--- src/rtl/multisim_rw_pkg.sv ---
// rtl/multisim_rw_pkg.sv - shared types and widths for the multisim read/write channel
package multisim_rw_pkg;

    localparam int RW_WORD_W = 64;
    localparam int RW_CMD_W  = 3 * RW_WORD_W;
    localparam int RW_RSP_W  = 64;

    localparam logic [RW_WORD_W-1:0] RW_OP_WRITE = 64'd0;
    localparam logic [RW_WORD_W-1:0] RW_OP_READ  = 64'd1;

    typedef struct packed {
        logic [RW_WORD_W-1:0] wdata;
        logic [RW_WORD_W-1:0] addr;
        logic [RW_WORD_W-1:0] op;
    } rw_cmd_t;

    typedef logic [RW_RSP_W-1:0] rw_rsp_t;

    typedef enum logic {
        ARB_IDLE = 1'b0,
        ARB_HOLD = 1'b1
    } arb_state_e;

endpackage

--- src/rtl/multisim_rw_arbiter_if.sv ---
// rtl/multisim_rw_arbiter_if.sv - requester-side and channel-side signals of the rw arbiter
interface multisim_rw_arbiter_if #(
    parameter int NUM_REQ         = 4,
    parameter int MAX_OUTSTANDING = 4
);
    import multisim_rw_pkg::*;

    localparam int OUT_W = $clog2(MAX_OUTSTANDING) + 1;

    logic [NUM_REQ-1:0]          req_cmd_vld;
    logic [NUM_REQ-1:0]          req_cmd_rdy;
    logic [NUM_REQ*RW_CMD_W-1:0] req_cmd;
    logic [NUM_REQ-1:0]          req_rsp_vld;
    logic [NUM_REQ-1:0]          req_rsp_rdy;
    logic [RW_RSP_W-1:0]         req_rsp;
    logic                        cmd_vld;
    logic                        cmd_rdy;
    logic [RW_CMD_W-1:0]         cmd;
    logic                        rsp_vld;
    logic                        rsp_rdy;
    logic [RW_RSP_W-1:0]         rsp;
    logic [OUT_W-1:0]            outstanding;
    logic                        err_unexpected_rsp;

    modport master (
        input  req_cmd_vld, req_cmd, req_rsp_rdy, cmd_rdy, rsp_vld, rsp,
        output req_cmd_rdy, req_rsp_vld, req_rsp, cmd_vld, cmd, rsp_rdy,
               outstanding, err_unexpected_rsp
    );

    modport slave (
        output req_cmd_vld, req_cmd, req_rsp_rdy, cmd_rdy, rsp_vld, rsp,
        input  req_cmd_rdy, req_rsp_vld, req_rsp, cmd_vld, cmd, rsp_rdy,
               outstanding, err_unexpected_rsp
    );

endinterface

--- src/rtl/multisim_rw_id_fifo.sv ---
// rtl/multisim_rw_id_fifo.sv - synchronous FIFO holding requester IDs of in-flight commands
module multisim_rw_id_fifo #(
    parameter int WIDTH = 2,
    parameter int DEPTH = 4
) (
    input  logic                       clk,
    input  logic                       rst_n,
    input  logic                       push,
    input  logic [WIDTH-1:0]           wdata,
    input  logic                       pop,
    output logic [WIDTH-1:0]           rdata,
    output logic                       full,
    output logic                       empty,
    output logic [$clog2(DEPTH):0]     count
);

    localparam int AW = $clog2(DEPTH);

    logic [WIDTH-1:0] mem [DEPTH];
    logic [AW-1:0]    wr_ptr;
    logic [AW-1:0]    rd_ptr;
    logic [AW:0]      cnt;
    logic             do_push;
    logic             do_pop;

    assign full    = (cnt == (AW+1)'(DEPTH));
    assign empty   = (cnt == '0);
    assign count   = cnt;
    assign rdata   = mem[rd_ptr];
    assign do_push = push && !full;
    assign do_pop  = pop && !empty;

    always_ff @(posedge clk or negedge rst_n) begin
        if (!rst_n) begin
            wr_ptr <= '0;
            rd_ptr <= '0;
            cnt    <= '0;
        end else begin
            if (do_push) wr_ptr <= wr_ptr + 1'b1;
            if (do_pop)  rd_ptr <= rd_ptr + 1'b1;
            case ({do_push, do_pop})
                2'b10:   cnt <= cnt + 1'b1;
                2'b01:   cnt <= cnt - 1'b1;
                default: cnt <= cnt;
            endcase
        end
    end

    // Storage carries no reset; entries are only read once written.
    always_ff @(posedge clk) begin
        if (do_push) mem[wr_ptr] <= wdata;
    end

endmodule

--- src/rtl/multisim_rw_arbiter.sv ---
// rtl/multisim_rw_arbiter.sv - round-robin sharing of one rw command/response channel pair
module multisim_rw_arbiter
    import multisim_rw_pkg::*;
#(
    parameter int NUM_REQ         = 4,
    parameter int MAX_OUTSTANDING = 4
) (
    input  logic                  clk,
    input  logic                  rst_n,
    multisim_rw_arbiter_if.master bus
);

    localparam int IDW   = $clog2(NUM_REQ);
    localparam int OUT_W = $clog2(MAX_OUTSTANDING) + 1;

    arb_state_e       state_q;
    arb_state_e       state_d;
    rw_cmd_t          cmd_q;
    rw_cmd_t          cmd_sel;
    logic [IDW-1:0]   last_grant_q;
    logic [IDW-1:0]   grant_id;
    logic [IDW-1:0]   head_id;
    logic             grant_found;
    logic             slot_free;
    logic             accept;
    logic             rsp_rdy;
    logic             pop;
    logic             fifo_full;
    logic             fifo_empty;
    logic [OUT_W-1:0] fifo_count;
    logic             err_q;

    // First valid requester at or after last_grant+1, wrapping modulo NUM_REQ.
    always_comb begin
        int             idx;
        logic [IDW-1:0] idx_w;
        grant_id    = '0;
        grant_found = 1'b0;
        for (int k = 1; k <= NUM_REQ; k++) begin
            idx   = (int'(last_grant_q) + k) % NUM_REQ;
            idx_w = IDW'(idx);
            if (!grant_found && bus.req_cmd_vld[idx_w]) begin
                grant_found = 1'b1;
                grant_id    = idx_w;
            end
        end
    end

    always_comb begin
        cmd_sel = '0;
        for (int i = 0; i < NUM_REQ; i++) begin
            if (grant_id == IDW'(i)) cmd_sel = bus.req_cmd[i*RW_CMD_W +: RW_CMD_W];
        end
    end

    // The slot reloads on the handshake cycle, giving one command per cycle.
    assign slot_free = (state_q == ARB_IDLE) || bus.cmd_rdy;
    assign accept    = slot_free && !fifo_full && grant_found;

    always_comb begin
        bus.req_cmd_rdy = '0;
        if (accept) bus.req_cmd_rdy[grant_id] = 1'b1;
    end

    always_comb begin
        state_d = state_q;
        case (state_q)
            ARB_IDLE: if (accept) state_d = ARB_HOLD;
            ARB_HOLD: if (bus.cmd_rdy) state_d = accept ? ARB_HOLD : ARB_IDLE;
            default:  state_d = ARB_IDLE;
        endcase
    end

    always_ff @(posedge clk or negedge rst_n) begin
        if (!rst_n) begin
            state_q      <= ARB_IDLE;
            cmd_q        <= '0;
            last_grant_q <= IDW'(NUM_REQ - 1);
            err_q        <= 1'b0;
        end else begin
            state_q <= state_d;
            if (accept) begin
                cmd_q        <= cmd_sel;
                last_grant_q <= grant_id;
            end
            if (bus.rsp_vld && fifo_empty) err_q <= 1'b1;
        end
    end

    assign bus.cmd_vld = (state_q == ARB_HOLD);
    assign bus.cmd     = cmd_q;

    multisim_rw_id_fifo #(
        .WIDTH (IDW),
        .DEPTH (MAX_OUTSTANDING)
    ) u_id_fifo (
        .clk   (clk),
        .rst_n (rst_n),
        .push  (accept),
        .wdata (grant_id),
        .pop   (pop),
        .rdata (head_id),
        .full  (fifo_full),
        .empty (fifo_empty),
        .count (fifo_count)
    );

    // Responses return in issue order; the head requester alone may take the current one.
    always_comb begin
        bus.req_rsp_vld = '0;
        if (bus.rsp_vld && !fifo_empty) bus.req_rsp_vld[head_id] = 1'b1;
    end

    assign rsp_rdy                = !fifo_empty && bus.req_rsp_rdy[head_id];
    assign pop                    = bus.rsp_vld && rsp_rdy;
    assign bus.rsp_rdy            = rsp_rdy;
    assign bus.req_rsp            = bus.rsp;
    assign bus.outstanding        = fifo_count;
    assign bus.err_unexpected_rsp = err_q;

endmodule

--- src/flat_wrapper.sv ---
// flat-port wrapper written by rule: the top's interface ports become plain ports
module multisim_rw_arbiter_flat import multisim_rw_pkg::*;
#(
    parameter int NUM_REQ         = 4,
    parameter int MAX_OUTSTANDING = 4
)
  (clk, rst_n, bus_req_cmd_vld, bus_req_cmd, bus_req_rsp_rdy, bus_cmd_rdy, bus_rsp_vld, bus_rsp, bus_req_cmd_rdy, bus_req_rsp_vld, bus_req_rsp, bus_cmd_vld, bus_cmd, bus_rsp_rdy, bus_outstanding, bus_err_unexpected_rsp);
  multisim_rw_arbiter_if #(.NUM_REQ(NUM_REQ), .MAX_OUTSTANDING(MAX_OUTSTANDING)) bus_i ();
  input  logic clk;
  input  logic rst_n;
  input wire logic [$bits(bus_i.req_cmd_vld)-1:0] bus_req_cmd_vld;
  input wire logic [$bits(bus_i.req_cmd)-1:0] bus_req_cmd;
  input wire logic [$bits(bus_i.req_rsp_rdy)-1:0] bus_req_rsp_rdy;
  input wire logic [$bits(bus_i.cmd_rdy)-1:0] bus_cmd_rdy;
  input wire logic [$bits(bus_i.rsp_vld)-1:0] bus_rsp_vld;
  input wire logic [$bits(bus_i.rsp)-1:0] bus_rsp;
  output wire logic [$bits(bus_i.req_cmd_rdy)-1:0] bus_req_cmd_rdy;
  output wire logic [$bits(bus_i.req_rsp_vld)-1:0] bus_req_rsp_vld;
  output wire logic [$bits(bus_i.req_rsp)-1:0] bus_req_rsp;
  output wire logic [$bits(bus_i.cmd_vld)-1:0] bus_cmd_vld;
  output wire logic [$bits(bus_i.cmd)-1:0] bus_cmd;
  output wire logic [$bits(bus_i.rsp_rdy)-1:0] bus_rsp_rdy;
  output wire logic [$bits(bus_i.outstanding)-1:0] bus_outstanding;
  output wire logic [$bits(bus_i.err_unexpected_rsp)-1:0] bus_err_unexpected_rsp;
  assign bus_i.req_cmd_vld = bus_req_cmd_vld;
  assign bus_i.req_cmd = bus_req_cmd;
  assign bus_i.req_rsp_rdy = bus_req_rsp_rdy;
  assign bus_i.cmd_rdy = bus_cmd_rdy;
  assign bus_i.rsp_vld = bus_rsp_vld;
  assign bus_i.rsp = bus_rsp;
  assign bus_req_cmd_rdy = bus_i.req_cmd_rdy;
  assign bus_req_rsp_vld = bus_i.req_rsp_vld;
  assign bus_req_rsp = bus_i.req_rsp;
  assign bus_cmd_vld = bus_i.cmd_vld;
  assign bus_cmd = bus_i.cmd;
  assign bus_rsp_rdy = bus_i.rsp_rdy;
  assign bus_outstanding = bus_i.outstanding;
  assign bus_err_unexpected_rsp = bus_i.err_unexpected_rsp;
  multisim_rw_arbiter #(.NUM_REQ(NUM_REQ), .MAX_OUTSTANDING(MAX_OUTSTANDING)) u_core (.clk(clk), .rst_n(rst_n), .bus(bus_i));
endmodule
--- config.mk ---
export PLATFORM = sky130hd
export DESIGN_NAME = multisim_rw_arbiter_flat
export DESIGN_NICKNAME = d
export VERILOG_FILES = /design/src/rtl/multisim_rw_pkg.sv /design/src/rtl/multisim_rw_arbiter_if.sv /design/src/rtl/multisim_rw_id_fifo.sv /design/src/rtl/multisim_rw_arbiter.sv /design/src/flat_wrapper.sv
export SDC_FILE = /design/constraint.sdc
export NUM_CORES = 1
export LEC_CHECK = 0
export CORE_AREA = 3 3 431 433
export CTS_CLUSTER_SIZE = 12
export DETAILED_ROUTE_END_ITERATION = 12
export DIE_AREA = 0 0 434 436
export GPL_TIMING_DRIVEN = 1
export PLACE_DENSITY_LB_ADDON = 0.05
export SYNTH_ARGS = -nofsm -noshare
export SYNTH_HDL_FRONTEND = slang
export SYNTH_SLANG_ARGS = --single-unit
--- constraint.sdc ---
create_clock -name clk -period 3.59 [get_ports clk]
set_clock_uncertainty 0.2 [all_clocks]
set_input_delay 1.077 -clock clk [delete_from_list [all_inputs] [get_ports clk]]
set_output_delay 1.077 -clock clk [all_outputs]
set_load 0.01 [all_outputs]
==> results.yml, run 1 <==
sta:
  layout_setup_ws_ps: -89.8
  tightest_slew_ps: 1060
  fmax_mhz: 272
  post-route-period-util_pct: 103
  relSlewSlack_pct: 29.3
  setup_viol_count_final: 3
  rsz0062_at_grt: "true"
  finalHoldViolCount: 0
  final_max_slew_viol_count: 0
  post-route-min-period_ps: 3680
logic_synthesis:
  yosysSeqAreaShare_pct: 41.3
  synth-edff-count: 8
  synth.cell_area_mm2: 0.0129
  synth_top_area_share_pct: 39.1
  synthTopCellsByCount: "nand2_1 (217), dfrtp_1 (201), nor2_1 (130)"
  syn_nets: 2177
  synth_area_leaders: "dfrtp_1 (39%), mux2i_1 (9.7%), a221oi_2 (7.0%)"
  synth_flop_cell: "dfrtp_1"
  synth.most_common_cell: "nand2_1"
  synth.avg_cell_area_um2: 9.71
  yosysWarningCount: 0
  syn_inst: 1327
  yosysUniqueCellTypes: 44
  async_flop_share_pct: 96.2
  yosysTopAreaCell: "dfrtp_1"
  synth_seq_cells: 211
routing:
  wire_per_inst_um: 24.8
  drtPass1Iterations: 4
  post-route-drc-count: 0
  routed_wl_um: 116000
  first_iter_violations: 503
  antenna_left: 0
  vias_per_cell: 3.24
  via_count: 15200
final_layout:
  multi_input_area_mm2: 0.00658
  layout-area-overhead-vs-synth_pct: 111
  num-fill-cells: 20600
  fin_cells: 4696
  fin_area_mm2: 0.0272
  layout.nets: 3123
  seqCellArea_mm2: 0.00532
  drive_gt1_share_pct: 12.0
setup_path:
  ff2ff_path_depth: 11
  worst_path_largest_cell_delay_ps: 560
  cp_slowest_cell: "mux4_2"
  path_buf_inv: 2
  r2r_start: "u_core.u_id_fifo.rd_ptr[0]"
  reg2reg_to: "u_core.u_id_fifo.count[2]"
  crit_start: "u_core.u_id_fifo.rd_ptr[0]"
  rrSetupSlack_ps: 340
  arrival_ps: 2400
  crit_path_start_kind: "register"
  worst-setup-path-type: "register to primary output"
  cp_data_required_time_ps: 2310
  crit_path_frequent_cell: "buf_6"
  cp_cell_sequence: "buf_6 > mux4_2 > or3b_4 > and2b_2 > buf_6"
  critical-path-top-delay-family: "simple AND/OR/NAND/NOR gates"
  path_max_fanout: 3
  end_kind: "primary output"
floorplan:
  ios: 1114
  dieWidth_um: 434
  rows: 157
  die_h_um: 436
  start_util_pct: 7.06
  core-area_mm2: 0.182
  die-area_mm2: 0.189
global_route:
  grt_usage_pct: 11.8
  grt_max_degree: 122
  antenna_found_initial: 46
  grt_pass1_wl_um: 155000
  grt_pass1_vias: 16900
  overflow: 0
place:
  portBuffers: 985
  routabilityCongestion: 0.756
  dp_cells: 4611
  dp_hpwl_um: 91000
  place_area_mm2: 0.0258
hold_path:
  hold_class: "input port to async pin"
run:
  maxCapViolations: 0
power:
  power_uw: 20400
  ir_drop_uv: 435
  leakagePower_uw: 0.00999
  powerDensity_mw_per_mm2: 752
status:
  status: "finished with violations"
  violations: "setup timing"
cts:
  numCtsBuffers: 39
  cts_htree_levels: 2
  cts_tree: "built"
  cts.sinks: 211
  cts-root-buf: "clkbuf_16"
  cts.clk_slew.worst_paths_ps: 50
  clock_latency_ps: 580
  cts_max_path_buffers: 3
## final cells by class
cell class / instances / share of cell area [%]
Clock inverter: 10 / 0.327
Clock buffer: 57 / 4.06
Inverter: 7 / 0.152
Sequential cell: 211 / 19.6
Tap cell: 2385 / 11.0
Timing Repair Buffer: 1105 / 40.6
Multi-Input combinational cell: 909 / 24.2
Antenna cell: 12 / 0.110
## kinds of logic after synthesis
family                     count (synthesis)  share of synthesized area, %
AOI/OAI and AO/OA                        399                          27.6
and+or+nand+nor                          371                          11.4
DFF                                      211                          41.3
buffers and inverters                    207                          8.53
muxes                                    127                          10.1
xor gates and xnor gates                   6                         0.408
adders and majority gates                  6                         0.641
## worst max path at each step
| stage | end | slack [ps] | depth (start not counted) |
|---|---|---|---|
| 2_1_floorplan | bus_req_cmd_rdy[0] | 40 | 8 |
| 6_report | bus_req_rsp_vld[1] | -90 | 5 |
| 5_1_grt | bus_req_rsp_vld[2] | -230 | 7 |
| 3_5_place_dp | bus_req_cmd_rdy[0] | -720 | 6 |
| 4_1_cts | bus_req_rsp_vld[1] | -230 | 5 |
| 3_3_place_gp | bus_req_cmd_rdy[0] | -780 | 7 |
## placed cells by master, fill, tap and decap left out, types with 4 or more instances in the layout
| cell type | netlist | layout |
|---|---|---|
| a221oi_2 | 60 | 60 |
| buf_12 | 0 | 22 |
| clkbuf_16 | 0 | 40 |
| inv_1 | 5 | 5 |
| edfxtp_1 | 8 | 8 |
| clkbuf_1 | 69 | 13 |
| ha_1 | 5 | 5 |
| buf_4 | 64 | 95 |
| and2_1 | 5 | 4 |
| diode_2 | 0 | 12 |
| buf_2 | 65 | 4 |
| nor2_4 | 0 | 5 |
| a221oi_1 | 61 | 61 |
| o22ai_1 | 122 | 121 |
| o221ai_1 | 71 | 71 |
| buf_6 | 0 | 7 |
| clkinv_2 | 0 | 6 |
| mux2i_1 | 125 | 123 |
| nand2_1 | 217 | 216 |
| dfrtp_1 | 201 | 201 |
| a32oi_1 | 71 | 71 |
| clkbuf_8 | 0 | 4 |
| clkdlybuf4s50_1 | 0 | 970 |
| nor2_1 | 130 | 127 |
## per-stage QoR
step | setup TNS, ps | hold WS, ps | setup WS [ps] | utilization (%)
after floorplan | 0 | 276 | 44.3 | -
after global placement | -51580 | 288 | -778 | 14.2
after detailed placement | -50460 | 277 | -717 | 14.2
after CTS | -823 | 228 | -232 | 14.9
after global routing | -923 | 219 | -228 | 14.9
final | -241 | 233 | -89.8 | 14.9
## repair_timing
action / in CTS / in global routing
setup buffers: 5 / 2
resized for setup: 61 / 10
hold buffers: 0 / 0
pin swaps: 7 / 5
hold endpoints to repair: 0 / 0
setup endpoints to repair: 9 / 9
## power breakdown
group | switching [µW] | internal (µW)
Combinational | 6580 | 5680
Sequential | 752 | 3680
Clock | 1560 | 2190
## sequential cells by signal, summed over array words and instances, names as in the netlist
register / flops
u_core.bus.cmd: 192
u_core.bus.cmd_vld: 1
u_core.bus.err_unexpected_rsp: 1
u_core.last_grant_q: 2
u_core.u_id_fifo.count: 3
u_core.u_id_fifo.mem: 8
u_core.u_id_fifo.rd_ptr: 2
u_core.u_id_fifo.wr_ptr: 2
## routing by layer
metal | global-route usage [%] | vias up | part of all wire (%)
met3 | 3.90 | 156 | 7.7
met5 | 0 | - | 0.13
met1 | 12.4 | 7508 | 36
li1 | - | 6958 | -
met2 | 22.6 | 588 | 54
met4 | 2.50 | 26 | 2.1
Note: power is estimated with default switching activity, not from simulation.
==> run 2, diff against run 1 <==
Settings changed: CAP_MARGIN set to 20.
==> results of run 2 <==
The final DEF is identical to that of run 1; final timing and power are the same.
